### config.mk
export PLATFORM = sky130hd
export DESIGN_NAME = booth_seq_mult_flat
export DESIGN_NICKNAME = d
export VERILOG_FILES = /design/src/rtl/booth_seq_mult_pkg.sv /design/src/rtl/booth_seq_mult_if.sv /design/src/rtl/booth_seq_mult_pp_gen.sv /design/src/rtl/booth_seq_mult.sv /design/src/flat_wrapper.sv
export SDC_FILE = /design/constraint.sdc
export NUM_CORES = 1
export LEC_CHECK = 0
export CAP_MARGIN = 20
export CORE_MARGIN = 2
export CORE_UTILIZATION = 25
export CTS_BUF_LIST = sky130_fd_sc_hd__clkbuf_8
export DETAILED_ROUTE_END_ITERATION = 8
export PLACE_DENSITY = 0.47
export SYNTH_ARGS = -nofsm -noshare
export SYNTH_HDL_FRONTEND = slang
export SYNTH_HIERARCHICAL = 1
export SYNTH_SLANG_ARGS = --single-unit
### constraint.sdc
create_clock -name clk -period 6.7 [get_ports clk]
set_input_delay 1.34 -clock clk [delete_from_list [all_inputs] [get_ports clk]]
set_output_delay 1.34 -clock clk [all_outputs]
set_load 0.1 [all_outputs]
### src/rtl/booth_seq_mult_pkg.sv
// Shared types and constants for the sequential radix-4 Booth multiplier.
package booth_seq_mult_pkg;

  localparam int unsigned DefaultWidth = 32;

  // Booth triplet codes {y[i+1], y[i], y[i-1]}
  localparam logic [2:0] TripZeroLo  = 3'b000;
  localparam logic [2:0] TripPosOneA = 3'b001;
  localparam logic [2:0] TripPosOneB = 3'b010;
  localparam logic [2:0] TripPosTwo  = 3'b011;
  localparam logic [2:0] TripNegTwo  = 3'b100;
  localparam logic [2:0] TripNegOneA = 3'b101;
  localparam logic [2:0] TripNegOneB = 3'b110;
  localparam logic [2:0] TripZeroHi  = 3'b111;

  typedef enum logic [1:0] {
    StIdle = 2'd0,
    StRun  = 2'd1,
    StDone = 2'd2
  } booth_state_e;

  // Negative digit: top bit set, but not the all-ones zero code
  function automatic logic booth_neg(input logic [2:0] t);
    return t[2] & ~(t[1] & t[0]);
  endfunction

endpackage

### src/rtl/booth_seq_mult_if.sv
// Operand/product handshake bundle for the Booth multiplier.
interface booth_seq_mult_if
  import booth_seq_mult_pkg::*;
#(
  parameter int unsigned WIDTH = DefaultWidth
);

  logic                   in_valid;
  logic                   in_ready;
  logic [WIDTH-1:0]       a;
  logic [WIDTH-1:0]       b;
  logic                   out_valid;
  logic                   out_ready;
  logic [2*WIDTH-1:0]     product;

  // Producer of operands / consumer of products
  modport master (
    output in_valid, a, b, out_ready,
    input  in_ready, out_valid, product
  );

  // The multiplier itself
  modport slave (
    input  in_valid, a, b, out_ready,
    output in_ready, out_valid, product
  );

endinterface

### src/rtl/booth_seq_mult_pp_gen.sv
// Radix-4 Booth partial-product generator: triplet -> one's-complemented
// magnitude plus a separate +1 correction bit for negative digits.
module booth_pp_gen
  import booth_seq_mult_pkg::*;
#(
  parameter int unsigned WIDTH = DefaultWidth
) (
  input  logic [2:0]       triplet_i,
  input  logic [WIDTH-1:0] x_i,
  output logic [WIDTH:0]   pp_o,
  output logic             neg_o
);

  logic [WIDTH:0] mag;

  // Select |digit|*x, sign-extended to WIDTH+1 bits, then invert for negative digits
  always_comb begin
    mag = '0;
    unique case (triplet_i)
      TripPosOneA, TripPosOneB, TripNegOneA, TripNegOneB: mag = {x_i[WIDTH-1], x_i};
      TripPosTwo, TripNegTwo:                             mag = {x_i, 1'b0};
      default:                                            mag = '0;
    endcase
    neg_o = booth_neg(triplet_i);
    pp_o  = neg_o ? ~mag : mag;
  end

endmodule

### src/rtl/booth_seq_mult.sv
// Sequential signed radix-4 Booth multiplier: one Booth digit per cycle,
// WIDTH/2 iterations, valid/ready handshake on operands and product.
module booth_seq_mult
  import booth_seq_mult_pkg::*;
#(
  parameter int unsigned WIDTH = DefaultWidth
) (
  input logic             clk,
  input logic             rst,
  booth_seq_mult_if.slave bus
);

  localparam int unsigned N    = WIDTH / 2;
  localparam int unsigned AccW = 2 * WIDTH + 2;
  localparam int unsigned CntW = (N > 1) ? $clog2(N) : 1;

  booth_state_e           state_q, state_d;
  logic [WIDTH-1:0]       x_q, x_d;
  logic [WIDTH:0]         y_q, y_d;
  logic [AccW-1:0]        acc_q, acc_d;
  logic [CntW-1:0]        cnt_q, cnt_d;
  logic [2*WIDTH-1:0]     product_q, product_d;

  logic [WIDTH:0]         pp;
  logic                   neg;
  logic [AccW-1:0]        pp_ext;
  logic [AccW-1:0]        addend;
  logic [AccW-1:0]        corr;
  logic [AccW-1:0]        acc_sum;
  logic                   last;

  booth_pp_gen #(
    .WIDTH (WIDTH)
  ) u_pp_gen (
    .triplet_i (y_q[2:0]),
    .x_i       (x_q),
    .pp_o      (pp),
    .neg_o     (neg)
  );

  // Weight the current partial product by 4^cnt and add the two's-complement correction
  always_comb begin
    pp_ext  = {{(AccW - WIDTH - 1){pp[WIDTH]}}, pp};
    addend  = pp_ext << {cnt_q, 1'b0};
    corr    = {{(AccW - 1){1'b0}}, neg} << {cnt_q, 1'b0};
    acc_sum = acc_q + addend + corr;
    last    = (cnt_q == CntW'(N - 1));
  end

  // Next-state: controller, multiplier shift register and accumulator
  always_comb begin
    state_d   = state_q;
    x_d       = x_q;
    y_d       = y_q;
    acc_d     = acc_q;
    cnt_d     = cnt_q;
    product_d = product_q;
    unique case (state_q)
      StIdle: begin
        if (bus.in_valid) begin
          x_d     = bus.a;
          y_d     = {bus.b, 1'b0};
          acc_d   = '0;
          cnt_d   = '0;
          state_d = StRun;
        end
      end
      StRun: begin
        acc_d = acc_sum;
        y_d   = {{2{y_q[WIDTH]}}, y_q[WIDTH:2]};
        cnt_d = cnt_q + CntW'(1);
        if (last) begin
          product_d = acc_sum[2*WIDTH-1:0];
          state_d   = StDone;
        end
      end
      StDone: begin
        if (bus.out_ready) begin
          state_d = StIdle;
        end
      end
      default: state_d = StIdle;
    endcase
  end

  // State registers; synchronous reset aborts any operation in flight
  always_ff @(posedge clk) begin
    if (rst) begin
      state_q   <= StIdle;
      x_q       <= '0;
      y_q       <= '0;
      acc_q     <= '0;
      cnt_q     <= '0;
      product_q <= '0;
    end else begin
      state_q   <= state_d;
      x_q       <= x_d;
      y_q       <= y_d;
      acc_q     <= acc_d;
      cnt_q     <= cnt_d;
      product_q <= product_d;
    end
  end

  assign bus.in_ready  = (state_q == StIdle);
  assign bus.out_valid = (state_q == StDone);
  assign bus.product   = product_q;

endmodule

### src/flat_wrapper.sv
// flat-port wrapper written by rule: the top's interface ports become plain ports
module booth_seq_mult_flat import booth_seq_mult_pkg::*;
#(
  parameter int unsigned WIDTH = DefaultWidth
)
  (clk, rst, bus_in_valid, bus_a, bus_b, bus_out_ready, bus_in_ready, bus_out_valid, bus_product);
  booth_seq_mult_if #(.WIDTH(WIDTH)) bus_i ();
  input logic clk;
  input logic rst;
  input wire logic [$bits(bus_i.in_valid)-1:0] bus_in_valid;
  input wire logic [$bits(bus_i.a)-1:0] bus_a;
  input wire logic [$bits(bus_i.b)-1:0] bus_b;
  input wire logic [$bits(bus_i.out_ready)-1:0] bus_out_ready;
  output wire logic [$bits(bus_i.in_ready)-1:0] bus_in_ready;
  output wire logic [$bits(bus_i.out_valid)-1:0] bus_out_valid;
  output wire logic [$bits(bus_i.product)-1:0] bus_product;
  assign bus_i.in_valid = bus_in_valid;
  assign bus_i.a = bus_a;
  assign bus_i.b = bus_b;
  assign bus_i.out_ready = bus_out_ready;
  assign bus_in_ready = bus_i.in_ready;
  assign bus_out_valid = bus_i.out_valid;
  assign bus_product = bus_i.product;
  booth_seq_mult #(.WIDTH(WIDTH)) u_core (.clk(clk), .rst(rst), .bus(bus_i));
endmodule
* Word-level counts from Yosys, hierarchy flattened
Index checks and enable logic that the tools add are counted.
** Storage, ports and cells
- Register bits :: 201
- Bits of input ports :: 68
** Operators by class
- $add $sub $neg :: 3
- Eq/ne operators :: 12
- Shift-type cells :: 2
- Muxes and demuxes :: 12
- Bitwise gates (word level) :: 5
- Reductions and logical operators :: 9
** Operators by type and width (number)
- 66-bit adder :: 2
- 33-bit one-hot mux with 2 select lines :: 2
- 66-bit one-hot mux with 2 select lines :: 1
- 33-bit two-way mux :: 2
- 66-bit two-way mux :: 1
- 1-bit by 5-bit << shifter with 66-bit output :: 1
- 66-bit by 5-bit << shifter with 66-bit output :: 1
- 33-bit NOT :: 1
- 3-bit == test, second input constant :: 3
- 4-bit one-hot mux with 2 select lines :: 1
- 3-bit by 2-bit == test with 1-bit output, second input constant :: 2
- 2-bit two-way mux :: 3
- 2-bit one-hot mux with 3 select lines :: 1
- 2-bit AND reduction :: 3
- 3-bit AND reduction :: 2
- 4-bit by 1-bit adder with 4-bit output, second input constant :: 1
- 4-bit == test, second input constant :: 1
- 4-bit two-way mux :: 1
- 2-bit != test, second input constant :: 2
- 4-bit OR reduction :: 1
- 3-bit by 1-bit == test with 1-bit output, second input constant :: 1
- 1-bit AND :: 2
- 2-bit by 1-bit == test with 1-bit output, second input constant :: 1
- 2-bit == test, second input constant :: 1
- 5 further kinds :: 6

* Depth between registers and ports, before layout
- Depth after elaboration :: 9
- Mapped depth :: 25
- Depth with buffers taken out :: 23

* Hierarchy
The synthesis kept the hierarchy.
** By module, submodules not included
- booth_seq_mult :: instances 1, cells each 1861, area an instance 13910.8 sq um, sequential area each 3983.8 sq um
- booth_pp_gen :: instances 1, cells each 89, area an instance 868.3 sq um, sequential area each 0.0 sq um

* Worst setup path after synthesis
No wires, ideal clock.
- Kind :: flip-flop to flip-flop
- Start :: reg u_core.y_q[0]
- End :: reg u_core.product_q[35], in the netlist u_core/bus.product[35]
- Setup time :: 0.064 ns
- Arrival :: 5.143 ns
- Path slack :: 1.492 ns
- Cell stages (with the launch flop) :: 24
- Buffers on the path :: 3
- Cells stage by stage :: dfxtp_1 -> inv_1 -> ha_1 -> clkbuf_1 -> buf_2 -> nand2_1 -> xnor2_1 -> mux2i_1 -> o21ai_0 -> mux2i_1 -> or2_2 -> fa_1 -> inv_1 -> ha_1 -> buf_2 -> nand2_1 -> or4_1 -> o2bb2ai_1 -> a31oi_1 -> o31a_1 -> o31ai_4 -> a21oi_2 -> or4_1 -> nand3_1
** On the way
- Longest elaborated chain between the ends :: 8
** Ends and longest elaborated chain
- start: declaration :: RTL line booth_seq_mult.sv:19 : logic [WIDTH:0] y_q, y_d;
- start signal: assignment :: RTL line booth_seq_mult.sv:98 : y_q <= y_d;
- 3-bit by 1-bit == test with 1-bit output (tied with other cells) :: RTL line booth_seq_mult_pp_gen.sv:19 : unique case (triplet_i)
- 4-bit OR reduction / 2-bit OR reduction (equally long branches) :: RTL line booth_seq_mult_pp_gen.sv:19
- 33-bit one-hot mux with 2 select lines :: RTL line booth_seq_mult_pp_gen.sv:19
- 33-bit NOT :: RTL line booth_seq_mult_pp_gen.sv:25 : pp_o = neg_o ? ~mag : mag;
- 33-bit two-way mux * :: RTL line booth_seq_mult_pp_gen.sv:25
- via u_core.pp[0] :: RTL line booth_seq_mult.sv:24 : logic [WIDTH:0] pp;
- 66-bit by 5-bit << shifter with 66-bit output * :: RTL line booth_seq_mult.sv:44 : addend = pp_ext << {cnt_q, 1'b0};
- 66-bit adder * (2 in a row) :: RTL line booth_seq_mult.sv:46 : acc_sum = acc_q + addend + corr;
- end signal: assignment :: RTL line booth_seq_mult.sv:101 : product_q <= product_d;
- end: declaration :: RTL line booth_seq_mult.sv:22 : logic [2*WIDTH-1:0] product_q, product_d;
The timed path passes the listed nets; every way through them passes the cells marked *.
A chain may end at the register's enable or synchronous reset.

* Worst setup path after layout
- Start :: reg u_core.y_q[0]
- End :: reg u_core.acc_q[58]
** On the way
- Longest elaborated chain between the ends :: 9
** Ends and longest elaborated chain
- 3-bit by 1-bit == test with 1-bit output (tied with other cells) :: RTL line booth_seq_mult_pp_gen.sv:19
- 4-bit OR reduction / 2-bit OR reduction (equally long branches) :: RTL line booth_seq_mult_pp_gen.sv:19
- 33-bit one-hot mux with 2 select lines :: RTL line booth_seq_mult_pp_gen.sv:19
- 33-bit NOT :: RTL line booth_seq_mult_pp_gen.sv:25
- 33-bit two-way mux * :: RTL line booth_seq_mult_pp_gen.sv:25
- via u_core.pp[31] :: RTL line booth_seq_mult.sv:24
- 66-bit by 5-bit << shifter with 66-bit output * :: RTL line booth_seq_mult.sv:44
- 66-bit adder * (2 in a row) :: RTL line booth_seq_mult.sv:46
- 66-bit one-hot mux with 2 select lines * :: RTL line booth_seq_mult.sv:58 : unique case (state_q)
- end signal: assignment :: RTL line booth_seq_mult.sv:92 : acc_q <= '0;
- end signal: assignment :: RTL line booth_seq_mult.sv:99 : acc_q <= acc_d;
- end: declaration :: RTL line booth_seq_mult.sv:20 : logic [AccW-1:0] acc_q, acc_d;
Marks and branches as above.

==> impl_results.md <==
* CTS HTree Levels at 4
* Startpoint type of the worst setup path: flop
* Post-DP HPWL at 40.1 mm
* Most common cell after layout, fill and taps aside: nand2_1
* Final Critical Period at 6270 ps
* Post-synth EDFFs at 0
* Slowest stage delay, CP at 480 ps
* Largest net degree at the start of global routing at 99
* Drt pass-1 iters at 5
* Vert. Die Dim at 247 um
* Post-synth net total at 2149
* CP endpoint kind: flop
* Post-CTS Setup Bufs at 0
* Fin nets at 2199
* Placer congestion estimate at 0.888
* CTS Buf Count at 17
* CP most frequent cell: ha_1
* Status: finished, final reports clean
* Clock Skew at 29.8 ps
* Vias/cell at 5.13
* Setup TNS at 0 ps
* Sequential share of power at 40.1%
* Synth Register Bits at 199
* Switching pwr at 1270 uW
* Grt ovf at 0
* Global Route Usage Sum at 17.4%
* Met2 Track Usage GR at 28.8%
* Clock share of power at 26.3%
* # IOs at 134
* FFs w/ async S/R, synth at 0%
* CP max stage cell: or4_1
* Fin. Hold Viols at 0
* Internal power at 1950 uW
* Syn_area_per_cell at 7.58 sq um
* Row count at 89
* Share of post-route cells with drive strength above 1 at 7.75%
* Ys Warns at 6
* CTS tree: done
* Met3 Usage GRT at 3.41%
* Antenna violations before repair at 1
* Arrival time worst endpoint at 6770 ps
* RSZ-0062 raised after global routing: no
* Relative slew slack at 25.6%
* Die area at 61100 sq um
* Crit path kind: reg2reg
* Die Wd at 247 um
* Power share of the combinational group at 33.6%
* Number of port buffers at 133
* Core area at 58700 sq um
* Number of global-route vias before repair at 13800
* Critical Path, Cell by Cell: inv_1 > ha_1 > mux2_4 > a22oi_2 > xnor2_1 > buf_4 > mux2_2 > o21ai_0 > nor2_1 > a21oi_1 > mux2i_1 > ha_1 > ha_1 > nand4_1 > buf_4 > or4_1 > or3_1 > a211oi_2 > nor3_1 > o21ai_2 > a41oi_1 > xor2_1 > o21ai_1
* Initial Util at 25.2%
* Max-Cap Viols at 0
* Crit-path leading delay family: compound AO/OA/AOI/OAI gates
* DR WL/cell at 18.8 um
* Grt met1 use at 22.7%
* CTS Sinks at 199
* Final setup violation count at 0
* CP Buf/Inv Count at 3
* Max-slew violations at 0
* Tightest Pin Transition at 1120 ps
* HP Class: reg2reg
* Clock slew at reported path FFs at 120 ps
* DRC at 0
* Most Crowded Layer GR: met2
* Worst-path fanout max at 31
* CP required at 7200 ps
* DRT antenna net count at 0
* First-pass GRT wire length at 81.3 mm
* Clk buf depth at 2
* Initial DRC Count at 946
* Detailed Route WL at 52.4 mm
* Ys flop type: dfxtp_1
* Worst hold slack at 463 ps
* Switch share at 39.5%
* Maximum vdd drop at 155 uV
* Sequential share of the synthesized area at 27.0%
* Cells after Synth at 1950
* Vias at 14300
* Clock root buffer: clkbuf_8
* Tcrit/Tclk final at 93.6%
* Area Overhead vs Synth at 17.1%
* Mapped Area at 14800 sq um
* Power per Cell Area at 186 nW/um^2
* Worst-skew pair later-pin latency at 580 ps
* Lkg Pwr at 0.00661 uW
* Most frequent cells in the layout: nand2_1, a21oi_1, dfxtp_1, nor2_1, clkdlybuf4s50_1
* Maximum operating frequency at 0.160 GHz
* Distinct cell type count after synthesis at 76
[kinds of logic after synthesis]
logic type,count (synthesis),share of synthesized area (%)
simple gates,727,21.6
flops,199,27.0
mux,51,4.47
buf+inv,209,5.72
fa+ha+maj,131,12.0
xor+xnor,92,5.45
compound gates,541,23.9
[worst paths after layout]
| kind | from | endpoint | slack, ps | cells past startpoint |
|---|---|---|---|---|
| max | u_core/y_q[0] | u_core/acc_q[58] | 430 | 23 |
| min | u_core/bus.product[45] | u_core/bus.product[45] | 460 | 2 |
| max reg2reg | u_core/y_q[0] | u_core/acc_q[58] | 430 | 23 |
| min reg2reg | u_core/bus.product[45] | u_core/bus.product[45] | 460 | 2 |
[cell usage after synthesis (5+ instances only)]
cell	count	share of area, %
xor2_1	33	2.0
a22o_1	22	1.3
o211ai_1	7	0.36
nand3_1	66	2.2
o21a_1	8	0.41
or4_1	5	0.25
o21ai_1	9	0.30
a31oi_1	14	0.59
a21oi_1	228	7.7
nor2b_1	17	0.72
inv_1	62	1.6
mux2_2	6	0.46
o22ai_1	6	0.25
nand2_1	376	9.5
dfxtp_1	199	27
a22oi_2	30	2.5
o21bai_1	11	0.56
clkbuf_1	100	2.5
a21o_1	22	1.1
buf_1	21	0.53
o31ai_1	8	0.41
a221oi_1	6	0.36
o21ai_0	88	3.0
and2_1	7	0.30
a211oi_1	14	0.71
nand4_1	35	1.5
nand2b_1	10	0.42
or3_1	7	0.30
nor4_1	6	0.25
mux2i_1	33	2.2
fa_1	17	2.3
and3_1	11	0.47
nor2_1	141	3.6
xnor2_1	59	3.5
mux4_2	11	1.7
a311oi_1	32	1.9
buf_2	15	0.51
ha_1	114	9.7
nor3_1	25	0.85
[power by group through the flow]
stage	combinational [uW]	clock (uW)	sequential, uW
after floorplan	751	0	1300
after global placement	1080	0	1320
after detailed placement	1080	0	1320
after CTS	1090	900	1290
after global routing	1200	939	1300
final	1080	845	1290
[worst reg2reg max path, cell delays in order, from the launching register on]
cell      delay [ps]
dfxtp_1          400
inv_1             80
ha_1             190
mux2_4           440
a22oi_2          260
xnor2_1          100
buf_4            180
mux2_2           260
o21ai_0          430
nor2_1            80
a21oi_1          330
mux2i_1          280
ha_1             360
ha_1             370
nand4_1          150
buf_4            180
or4_1            480
or3_1            410
a211oi_2         240
nor3_1           140
o21ai_2          280
a41oi_1          230
xor2_1           190
o21ai_1          130
[metrics by stage]
stage               utilization, %  total power (uW)  cell area (sq um)  instances  setup WS, ps
floorplan                        -              2050              14800       1950          1490
global placement              28.7              2400              16800       2752           457
detailed placement            28.7              2400              16900       2753           510
CTS                           29.4              3280              17300       2784           431
global route                  29.5              3440              17300       2785          36.7
finish                        29.5              3220              17300       2786           432
[metal layers]
metal / up-vias / part of all wire, %
met1: 6858 / 46
met2: 364 / 47
met5: - / 0
li1: 7004 / -
met4: 0 / 2.2
met3: 58 / 4.6
[repair_timing]
item	4_1_cts	5_1_grt
hold buffers	0	0
hold endpoints to repair	0	0
gates resized for setup	0	2
setup endpoints to repair	0	9
[sequential cells by signal, indices dropped and copies added, names as in the netlist]
signal / flops
u_core/acc_q: 64
u_core/state_q: 2
u_core/bus.product: 64
u_core/x_q: 32
u_core/y_q: 33
u_core/cnt_q: 4
[cell type report]
cell class / count / area (sq um)
repair buffers: 178 / 1710
multi-input cells: 1542 / 9990
diodes: 1 / 2.50
fillers: 6377 / 41400
clock inverters: 14 / 176
inverters: 62 / 233
flip-flops and latches: 199 / 3990
well taps: 773 / 967
clock buffers: 17 / 234
Note: power is estimated with default switching activity, not from simulation.
==> edit, RTL diff (same settings) <==
Reset style: asynchronous (`rst`), changed in one clocked block. Comments in the files are not updated.
--- a/src/rtl/booth_seq_mult.sv
+++ b/src/rtl/booth_seq_mult.sv
@@ -84,7 +84,7 @@
   end
 
   // State registers; synchronous reset aborts any operation in flight
-  always_ff @(posedge clk) begin
+  always_ff @(posedge clk or posedge rst) begin
     if (rst) begin
       state_q   <= StIdle;
       x_q       <= '0;
Behaviour: differs if rst is asserted again (counterexample within 4 cycles, from zero or initial values and one cycle with rst high); with rst held inactive, the same outputs for 10 cycles.
==> edit against the original RTL <==
Worst setup slack improved by 50 ps. Sequential cell count unchanged. Critical path depth decreased by 2. Synthesized area increased by 1.8%. Clock skew decreased by 1.9 ps. Cell area increased by 2.0%. Routed wire length decreased by 4.9%.
Power is left out: the tool's default activity adds up to more than one toggle a clock period on the data nets, which glitch-free logic cannot reach.
==> edit: results (changes against the original RTL) <==
- Antenna Cells: 0 (-1)
- WL per Instance: 18.46 um (-1.8%)
- Worst slew margin: 0.2908 (+0.03528)
- Dpl cell area: 0.01726 sq mm (+2.3%)
- Met1 usage: 0.2177 (-0.009036)
- Reg2Reg Launch Point: u_core/y_q[0]$_DFFE_PP0P_
- M3 GR Usage: 0.03062 (-0.003462)
- Gate count of the mapped netlist: 1,834 (-5.9%)
- Final WS setup: 481.7 ps (+50.11 ps)
- Fraction of layout cells with a size suffix above 1: 0.07996 (+0.002424)
- R2R Setup Slk: 480 ps (+50 ps)
- Routed WL: 49,810 um (-4.9%)
- Worst Setup Slack post-DPL: 543.3 ps (+33.38 ps)
- M1 WL: 24,140 um (+0.62%)
- WL met2: 22,670 um (-8.8%)
- RR Endpoint: u_core/bus.product[34]$_DFFE_PP0P_
- Hold Path Origin: u_core/bus.product[25]$_DFFE_PP0P_
- Primary FF master, synth: dfrtp_1
- Status: complete, no violations
- Synth area leaders: dfrtp_1 33%, ha_1 9.5%, nand2_1 9.4%, o21ai_0 5.5%, a21oi_1 4.4%
- WHS: 489.4 ps (+26.72 ps)
- Syn_nets: 2,033 (-5.4%)
- Total Routing Usage GR: 0.1612 (-0.01268)
- Largest net degree at the start of global routing: 117 (+18%)
- Top cells by count, synth: 377 x nand2_1, 199 x dfrtp_1, 164 x o21ai_0
- Iter 0 DRT Violations: 712 (-25%)
- FILL cells: 6,463 (+1.3%)
- First-pass GRT wire length: 77,890 um (-4.2%)
- Crit path max fanout: 33 (+6.5%)
==> edit: cell families after synthesis <==
group | share of synthesized area
simple gates | 0.1939
compound gates | 0.2100
flops | 0.3309
buf+inv | 0.04748
fa+ha+maj | 0.1174
xor+xnor | 0.05413
mux | 0.04615
==> edit: critical path, cell delays in order (launching register included) <==
cell	delay, ps
dfrtp_1	420
inv_1	80
ha_1	320
buf_12	230
nand2_1	100
xnor2_1	470
mux2i_1	180
o21ai_0	450
mux2i_1	270
or2_2	350
fa_1	500
inv_1	40
ha_1	390
nand2_1	90
nor2_1	70
a211oi_1	650
nand3_1	410
a31oi_1	450
nor3_1	120
nor2_1	130
xor2_1	230
o21ai_0	130
==> edit: area by class of cell <==
class,count,area (sq um),share of cell area
inverters,61,232.7,0.01318
clock inverters,15,157.7,0.008931
multi-input cells,1458,9388,0.5318
repair buffers,176,1692,0.09583
flip-flops and latches,199,4981,0.2822
well taps,773,967.2,0.05479
clock buffers,17,234.0,0.01325
